--- src/rtl/serial_subtractor_pkg.sv ---
// Shared definitions for the bit-serial subtractor: FSM state encoding,
// default operand width and a small helper for the bit counter width.
package serial_subtractor_pkg;

    // 2-bit state encoding; the unused code 3 is treated as IDLE by the FSM.
    typedef enum logic [1:0] {
        S_IDLE  = 2'd0,
        S_SHIFT = 2'd1,
        S_DONE  = 2'd2
    } state_t;

    localparam int DEFAULT_WIDTH = 8;

    // Bits needed for a counter that must be able to hold the value width.
    function automatic int cnt_bits(input int width);
        return (width < 1) ? 1 : $clog2(width + 1);
    endfunction

endpackage

--- src/rtl/serial_subtractor_full_subtractor.sv ---
// Single-bit full subtractor cell: d = a - b - bin, with borrow out.
// Purely combinational so it can be shared by other serial subtract paths.
module full_subtractor (
    input  logic a,
    input  logic b,
    input  logic bin,
    output logic d,
    output logic bout
);

    // Difference bit and borrow out for one bit position.
    always_comb begin
        d    = a ^ b ^ bin;
        bout = (~a & b) | (~(a ^ b) & bin);
    end

endmodule

--- src/rtl/serial_subtractor.sv ---
// Bit-serial unsigned subtractor: diff = (A - B) mod 2^WIDTH, LSB first,
// one bit per clock through a single full-subtractor cell and a borrow flop.
// Results are registered and only change on the completion edge.
//
// state   | meaning
// --------+-----------------------------------------------------------
// S_IDLE  | waiting for start; outputs hold the last result
// S_SHIFT | one operand bit consumed per clock, WIDTH clocks in total
// S_DONE  | done pulse cycle; a start seen here begins the next op
module serial_subtractor
    import serial_subtractor_pkg::*;
#(
    parameter int WIDTH = DEFAULT_WIDTH
) (
    input  logic             clk,
    input  logic             reset,
    input  logic             start,
    input  logic [WIDTH-1:0] A,
    input  logic [WIDTH-1:0] B,
    output logic [WIDTH-1:0] diff,
    output logic             borrow,
    output logic             busy,
    output logic             done
);

    localparam int CNT_W = cnt_bits(WIDTH);
    localparam logic [CNT_W-1:0] LAST_CNT = CNT_W'(WIDTH - 1);

    state_t             state_q;
    state_t             state_d;

    logic [WIDTH-1:0]   a_sr;
    logic [WIDTH-1:0]   b_sr;
    logic [WIDTH-1:0]   d_sr;
    logic [WIDTH-1:0]   d_sr_next;
    logic               bflop;
    logic [CNT_W-1:0]   cnt;

    logic               fs_d;
    logic               fs_bout;
    logic               last_bit;

    logic               load;
    logic               shift_en;
    logic               finish;

    full_subtractor u_fs (
        .a    (a_sr[0]),
        .b    (b_sr[0]),
        .bin  (bflop),
        .d    (fs_d),
        .bout (fs_bout)
    );

    assign last_bit  = (cnt == LAST_CNT);
    // New difference bit enters at the MSB so the LSB ends up at bit 0.
    assign d_sr_next = (d_sr >> 1) | (WIDTH'(fs_d) << (WIDTH - 1));
    assign busy      = (state_q != S_IDLE);

    // State register.
    always_ff @(posedge clk) begin
        if (reset) begin
            state_q <= S_IDLE;
        end else begin
            state_q <= state_d;
        end
    end

    // Next-state decode and datapath strobes.
    // Accepting start in S_DONE gives back-to-back ops every WIDTH+1 clocks.
    always_comb begin
        state_d  = state_q;
        load     = 1'b0;
        shift_en = 1'b0;
        finish   = 1'b0;
        case (state_q)
            S_IDLE: begin
                if (start) begin
                    load    = 1'b1;
                    state_d = S_SHIFT;
                end
            end
            S_SHIFT: begin
                shift_en = 1'b1;
                if (last_bit) begin
                    finish  = 1'b1;
                    state_d = S_DONE;
                end
            end
            S_DONE: begin
                if (start) begin
                    load    = 1'b1;
                    state_d = S_SHIFT;
                end else begin
                    state_d = S_IDLE;
                end
            end
            default: begin
                state_d = S_IDLE;
            end
        endcase
    end

    // Operand shift registers, borrow flop, bit counter.
    always_ff @(posedge clk) begin
        if (reset) begin
            a_sr  <= '0;
            b_sr  <= '0;
            d_sr  <= '0;
            bflop <= 1'b0;
            cnt   <= '0;
        end else if (load) begin
            a_sr  <= A;
            b_sr  <= B;
            d_sr  <= '0;
            bflop <= 1'b0;
            cnt   <= '0;
        end else if (shift_en) begin
            a_sr  <= a_sr >> 1;
            b_sr  <= b_sr >> 1;
            d_sr  <= d_sr_next;
            bflop <= fs_bout;
            cnt   <= cnt + CNT_W'(1);
        end
    end

    // Result registers and done pulse; updated only on the completion edge.
    always_ff @(posedge clk) begin
        if (reset) begin
            diff   <= '0;
            borrow <= 1'b0;
            done   <= 1'b0;
        end else begin
            done <= 1'b0;
            if (finish) begin
                diff   <= d_sr_next;
                borrow <= fs_bout;
                done   <= 1'b1;
            end
        end
    end

endmodule

--- config.mk ---
export PLATFORM = sky130hd
export DESIGN_NAME = serial_subtractor
export DESIGN_NICKNAME = d
export VERILOG_FILES = /design/src/rtl/serial_subtractor_pkg.sv /design/src/rtl/serial_subtractor_full_subtractor.sv /design/src/rtl/serial_subtractor.sv
export SDC_FILE = /design/constraint.sdc
export NUM_CORES = 1
export LEC_CHECK = 0
export BUFFER_PORTS_ARGS = -buffer_cell sky130_fd_sc_hd__buf_2
export CAP_MARGIN = 25
export CORE_ASPECT_RATIO = 0.7
export CORE_UTILIZATION = 30
export CTS_CLUSTER_DIAMETER = 30
export DETAILED_ROUTE_END_ITERATION = 8
export GPL_TIMING_DRIVEN = 0
export HOLD_SLACK_MARGIN = 0.1
export PLACE_DENSITY = 0.54
export SETUP_SLACK_MARGIN = 0.3
export SLEW_MARGIN = 20
export SYNTH_ARGS = -nofsm -noshare
export SYNTH_HDL_FRONTEND = slang
export SYNTH_HIERARCHICAL = 1
export SYNTH_SLANG_ARGS = --single-unit
--- constraint.sdc ---
create_clock -name clk -period 3.4 [get_ports clk]
set_input_delay 0.34 -clock clk [delete_from_list [all_inputs] [get_ports clk]]
set_output_delay 0.34 -clock clk [all_outputs]
set_load 0.005 [all_outputs]
==> summary.txt, run 1 <==
STA
  – Setup Skew: between 10 and 15 ps
  – Setup_tns: 0 ps
  – Final hold violations: 0
  – Slew Viols, Final: 0
  – Fin crit share: a little over two fifths
  – Final worst path period need: about 1400 ps
  – # setup viols final: 0
  – Relative max-transition margin: 67.8%
  – Worst-margin pin slew: around 480 ps
  – Fmax: between 600 and 700 MHz
  – RSZ-0062 raised after global routing: no

Floorplan
  – I/O pin count: 30
  – Chip Height: between 60 and 70 µm
  – Die Area: 0.00566 mm²
  – Die X: just under 90 µm
  – # rows: 21
  – Total core area: 0.00497 mm²
  – Starting Density: ~32%

Min path
  – Hold WC Path Type: input pin to register

Finish
  – NumNets Final: 241
  – Fillers: 530
  – Layout cell share with drive strength beyond 1: between 20% and 30%
  – Synth-to-layout area growth: 20.8%
  – Diode count: 0

CTS
  – Root buf cell: clkbuf_8
  – CTS buffer count: 5
  – Post-CTS Repair Setup Buffers: 0
  – Htree depth: 2
  – Clock transition at path regs: 80 ps
  – Resize count post-CTS: 0
  – TritonCTS clock tree: yes
  – Clk Latency, worst-skew pair: 300 ps
  – Clock sink count: 40
  – Clock tree buffer depth: 2
  – Hold buffers post-CTS: 0

GRT
  – GR Util met2: between 15 and 20%
  – Grt met3 use: between 4 and 5%
  – Vias in the first global route: 1261
  – Grt total ovfl: 0
  – Met1 GRT Util: between 20% and 30%
  – Grt peak-use layer: met1
  – Antenna violations before repair: 0
  – Largest net degree at the start of global routing: 13
  – First-pass GRT wire length: 6040 µm
  – GRT Total Usage: between 10% and 20%

Route
  – 1st-iter DRT viols: 81
  – Drt total wl: 3580 µm
  – DR vias: ~1.3k
  – Via/cell ratio: around 4.6
  – DR WL/cell: ~12 µm
  – ANT nets after route: 0
  – DRC Markers: 0
  – Drt first pass iters: 4

Yosys
  – Yosys reg bits: 40
  – Post-synthesis sequential area ratio: roughly half
  – Post-synthesis cell area: 0.00161 mm²
  – Synth area leader: dfxtp_1
  – Area contributors post-synth: dfxtp_1 50%, nand2_1 10%, nor3_1 6.5%
  – Syn Nets: between 200 and 250
  – Share of the synthesized area in the top cell type: around half
  – Ys Warns: 6
  – Average cell area after synthesis: between 8 and 9 µm²
  – Syn Inst Count: about 190
  – Cell variety after synth: 26

Pwr
  – Int Pwr: 0.755 mW
  – Max VDD drop: between 0.15 and 0.2 mV
  – Comb power frac: 11.3%
  – Leak: between 0.7 and 0.8 nW
  – Clock power share: between 30% and 40%
  – NetSw: between 0.2 and 0.25 mW
  – Sequential Power Share: approximately half
  – Design Power: 0.998 mW
  – Sw Ratio: between 20 and 25%
  – Pwr dens: approximately 510 mW/mm²

Worst setup path
  – Worst path arrival time: between 1500 and 2000 ps
  – Slowest stage cell on the critical path: dfxtp_1
  – Kind of critical path: register to register
  – CP endpoint kind: register
  – Worst path buffer plus inverter count: 0
  – Critical Path Start Type: register
  – CP required: 3630 ps
  – CP cell instances: ha_1 > nand3b_1 > nor2_4 > mux2i_1
  – Crit path max fanout: 9
  – Kind of cell adding the most delay to the critical path: simple AND/OR/NAND/NOR gates
  – Slowest stage delay, CP: 390 ps

Flow run
  – Max Cap Viol: 0

Run status
  – Outcome: completed

Place
  – Number of I/O port buffers: 28
  – Final Wtd Congestion: just over 0.7
  – Hpwl dp: roughly 2500 µm
worst reg2reg max path: cells and delay by family (launching register included):
kind | cells | cell delay [ps]
adders and majority gates | 1 | 190
DFF | 1 | 390
muxes | 1 | 240
and+or+nand+nor | 2 | 550
Yosys cell counts:
library cell,number
o22ai_1,9
nor3_1,21
or2_2,1
xnor2_1,1
nand3b_1,2
buf_2,4
a21oi_1,14
mux2i_1,10
o21ai_0,4
nand2_1,44
a22oi_1,2
buf_6,2
xor2_1,1
nand2b_1,2
nor2b_1,2
ha_1,1
buf_4,6
clkbuf_1,2
nor2_1,3
or3_1,1
inv_1,4
fa_1,1
dfxtp_1,40
nor2_4,1
nand3_1,4
a31oi_1,3
state kept, by name (all words and copies together) (netlist names):
| name | count |
|---|---|
| a_sr | 8 |
| b_sr | 8 |
| bflop | 1 |
| borrow | 1 |
| cnt | 4 |
| d_sr | 7 |
| diff | 8 |
| done | 1 |
| state_q | 2 |
path summary, 6_finish.rpt:
| path | startpoint | to | slack, ps | cells after the start |
|---|---|---|---|---|
| worst min-delay path | A[7] | a_sr[7] | 290 | 3 |
| worst min register to register | d_sr[1] | d_sr[1] | 460 | 2 |
| worst max-delay path | cnt[0] | diff[3] | 1970 | 4 |
| worst max register to register | cnt[0] | diff[3] | 1970 | 4 |
metrics by stage:
| stage | hold slack (ps) | util, % | std cells | instance area, µm² | setup WS [ps] |
|---|---|---|---|---|---|
| floorplan | 435 | - | 185 | 1610 | 2170 |
| global placement | 446 | 36.9 | 282 | 1830 | 1990 |
| detailed placement | 448 | 36.9 | 282 | 1830 | 2000 |
| CTS | 284 | 39.1 | 290 | 1940 | 1960 |
| global route | 287 | 39.1 | 290 | 1940 | 1870 |
| finish | 289 | 39.1 | 290 | 1940 | 1970 |
placed cells by master (no fill, tap or decap), drive strengths merged:
cell type  instances
nor2               4
ha                 1
mux2i             10
inv                4
clkbuf             8
nor2b              2
buf               40
nand2             44
fa                 1
nand3b             2
nand3              4
clkinv             1
bufinv             1
a31oi              3
or2                1
nor3              21
nand2b             2
o22ai              9
dfxtp             40
a22oi              2
xor2               1
or3                1
o21ai              4
xnor2              1
a21oi             14
kinds of logic after synthesis:
| family | Yosys count | share of synthesized area (%) |
|---|---|---|
| XOR/XNOR | 2 | 1.09 |
| multiplexers | 10 | 6.23 |
| buffers and inverters | 18 | 6.85 |
| AND/OR/NAND/NOR | 81 | 22.7 |
| flip-flops | 40 | 49.8 |
| adder cells (fa/ha/maj) | 2 | 2.02 |
| AO/OA/AOI/OAI | 32 | 11.2 |
cell type report:
type,instances,area [µm²],share of cell area [%]
buffer,14,95.1,4.90
tap,69,86.3,4.45
inverter,4,15.0,0.774
timing repair buffer,28,140,7.22
sequential,40,801,41.3
multi-input combinational,127,696,35.8
clock inverter,2,35.0,1.81
clock buffer,6,72.6,3.74
power groups by stage:
stage,Combinational [mW],Sequential (mW),Clock (mW)
after global placement,0.112,0.512,0
after detailed placement,0.113,0.512,0
final,0.112,0.501,0.384
after CTS,0.114,0.501,0.388
after floorplan,0.0806,0.509,0
after global routing,0.125,0.504,0.413
routing by layer:
metal / wire [µm] / vias to the layer above / share of wire (%)
met1: 1970 / 607 / 55
met2: 1390 / 35 / 39
met4: 27 / 0 / 0.75
met5: 0 / - / 0
met3: 188 / 3 / 5.3
li1: - / 702 / -
Note: power is estimated with default switching activity, not from simulation.
==> inputs of run 2 (changes only) <==
--- a/config.mk
+++ b/config.mk
@@ -13,7 +13,7 @@
 export DETAILED_ROUTE_END_ITERATION = 8
 export GPL_TIMING_DRIVEN = 0
 export HOLD_SLACK_MARGIN = 0.1
-export PLACE_DENSITY = 0.54
+export PLACE_DENSITY = 0.56
 export SETUP_SLACK_MARGIN = 0.3
 export SLEW_MARGIN = 20
 export SYNTH_ARGS = -nofsm -noshare
==> constraint.sdc (replaced) <==
create_clock -name clk -period 1.2 [get_ports clk]
set_input_delay 0.12 -clock clk [delete_from_list [all_inputs] [get_ports clk]]
set_output_delay 0.12 -clock clk [all_outputs]
set_load 0.005 [all_outputs]
==> summary.txt, run 2 (synthesis gave the netlist of run 1 again) <==
CTS
  – TritonCTS clock tree: yes (unchanged)
  – Root buf cell: clkbuf_8 (unchanged)
  – Clock tree buffer depth: 2 (unchanged)
  – Clock sink count: 40 (unchanged)
  – CTS buffer count: 5 (unchanged)
  – Clock transition at path regs: 80 ps (about the same)
  – Clk Latency, worst-skew pair: 300 ps (about the same)
  – Htree depth: 2 (unchanged)

GRT
  – First-pass GRT wire length: 7270 µm (was 6040 µm)
  – Vias in the first global route: 1454 (was 1261)
  – Largest net degree at the start of global routing: 14 (was 13)
  – Antenna violations before repair: 0 (unchanged)
  – GRT Total Usage: 17.3% (was 14.2%)
  – Grt total ovfl: 0 (unchanged)

Route
  – 1st-iter DRT viols: 41 (was 81)
  – Drt first pass iters: 4 (unchanged)
  – Drt total wl: 4570 µm (was 3580 µm)
  – DR vias: 1513 (was 1347)
  – DR WL/cell: 14.4 µm (was 12.3 µm)
  – ANT nets after route: 0 (unchanged)
  – Via/cell ratio: 4.77 (was 4.64)
  – DRC Markers: 0 (unchanged)

Finish
  – NumNets Final: 268 (was 241)
  – Largest regs: a_sr (8), b_sr (8), diff (8) (unchanged)
  – Commonest non-fill, non-tap cell in the layout: nand2_1 (unchanged)
  – Finished Layout Cells: 317 (was 290)
  – Multi-input gate area: 0.00111 mm² (was 696 µm²)
  – Synth-to-layout area growth: 76.6% (was 20.8%)
  – Most frequent cells in the layout: 31 x nand2_1, 30 x buf_2, 30 x dfxtp_1 (was 44 x nand2_1, 40 x dfxtp_1, 32 x buf_2)
  – Seq. cell area: 821 µm² (was 801 µm²)
  – Diode count: 0 (unchanged)
  – Layout cell share with drive strength beyond 1: 61.7% (was 22.2%)
  – Fillers: 419 (was 530)
  – Post-route cell area: 0.00284 mm² (was 0.00194 mm²)

STA
  – Fmax: 836 MHz (was 698 MHz)
  – RSZ-0062 raised after global routing: yes (was no)
  – Worst-margin pin slew: 599 ps (was 483 ps)
  – Relative max-transition margin: 60.1% (was 67.8%)
  – Setup Skew: 8.67 ps (was 10.7 ps)
  – Final worst path period need: 1200 ps (was 1430 ps)
  – Slew Viols, Final: 0 (unchanged)
  – Fin worst setup slack: 3.96 ps (was 1970 ps)
  – Fin crit share: 99.7% (was 42.1%)
  – Final hold violations: 0 (unchanged)
  – Setup_tns: 0 ps (unchanged)
  – # setup viols final: 0 (unchanged)

Worst setup path
  – Critical Path Start Type: register (unchanged)
  – Worst path arrival time: 1420 ps (was 1660 ps)
  – Kind of critical path: register to register (unchanged)
  – CP required: 1420 ps (was 3630 ps)
  – CP endpoint kind: register (unchanged)
  – Crit path max fanout: 9 (unchanged)

Floorplan
  – I/O pin count: 30 (unchanged)
  – Die Area: 0.00566 mm² (unchanged)
  – # rows: 21 (unchanged)
  – Total core area: 0.00497 mm² (unchanged)
  – Die X: 89.5 µm (unchanged)
  – Starting Density: 32.4% (unchanged)
  – Chip Height: 63.2 µm (unchanged)

Place
  – Hpwl dp: 2580 µm (was 2500 µm)
  – Final Wtd Congestion: 0.715 (was 0.721)
  – Area after DPL: 0.00201 mm² (was 0.00183 mm²)
  – Number of I/O port buffers: 28 (unchanged)
  – Inst Count DP: 282 (unchanged)
  – Setup Slack @ Placement: -128 ps (was 2000 ps)

Pwr
  – Max VDD drop: 0.527 mV (was 0.194 mV)
  – Pwr dens: 1100 mW/mm² (was 514 mW/mm²)
  – Leak: 1.07 nW (was 0.740 nW)

Min path
  – Hold WC Path Type: input pin to register (unchanged)

Run status
  – Outcome: completed (unchanged)

Flow run
  – Max Cap Viol: 0 (unchanged)
-- run 2: per-layer routing --
metal / GRT usage [%] / share of wire (%) / routed length [µm] / up-vias
met4: 8.93 / 1.2 / 54 / 0
li1: - / - / - / 765
met1: 25.4 / 51 / 2330 / 710
met3: 4.72 / 3.4 / 156 / 7
met2: 22.6 / 44 / 2030 / 31
met5: 0 / 0 / 0 / -
-- run 2: area by class of cell --
class | count | share of cell area, %
inverters | 4 | 0.529
clock buffers | 5 | 2.43
well taps | 69 | 3.04
clock inverters | 3 | 0.662
flip-flops and latches | 40 | 28.9
plain buffers | 14 | 6.57
multi-input cells | 127 | 39.3
repair buffers | 55 | 18.5
-- run 2: path summary, 6_finish.rpt --
path	startpoint	end	slack, ps	depth (start not counted)
worst max-delay path	cnt[0]	borrow	4	5
worst min-delay path	A[6]	a_sr[6]	110	3
worst max register to register	cnt[0]	borrow	4	5
worst min register to register	diff[4]	diff[4]	460	2
-- run 2: worst max-delay path, cell delays in order (launching register included) --
cell and delay, ps:
dfxtp_4 370, ha_4 120, nand3b_1 150, nor2_4 140
buf_12 140, mux2i_1 180
-- run 2: what timing repair did --
action,4_1_cts,5_1_grt
cloned,5,1
pin swaps,8,12
setup buffers,10,8
gates resized for setup,35,60
endpoints found under the setup margin,41,44
hold endpoints to repair,3,0
hold buffers,3,0
-- run 2: per-stage QoR --
stage          util, %  hold WS, ps  power, mW
2_1_floorplan        -          260       1.75
3_3_place_gp      40.4          372       1.86
3_5_place_dp      40.4          374       1.86
4_1_cts           50.0          101       2.94
5_1_grt           57.1          126       3.27
6_report          57.1          114       3.13
-- run 2: where the power goes --
group	leakage [nW]	internal, mW	switching, mW	total [mW]
Combinational	0.686	0.434	0.344	0.778
Sequential	0.331	1.38	0.0665	1.45
Clock	0.0479	0.405	0.492	0.898
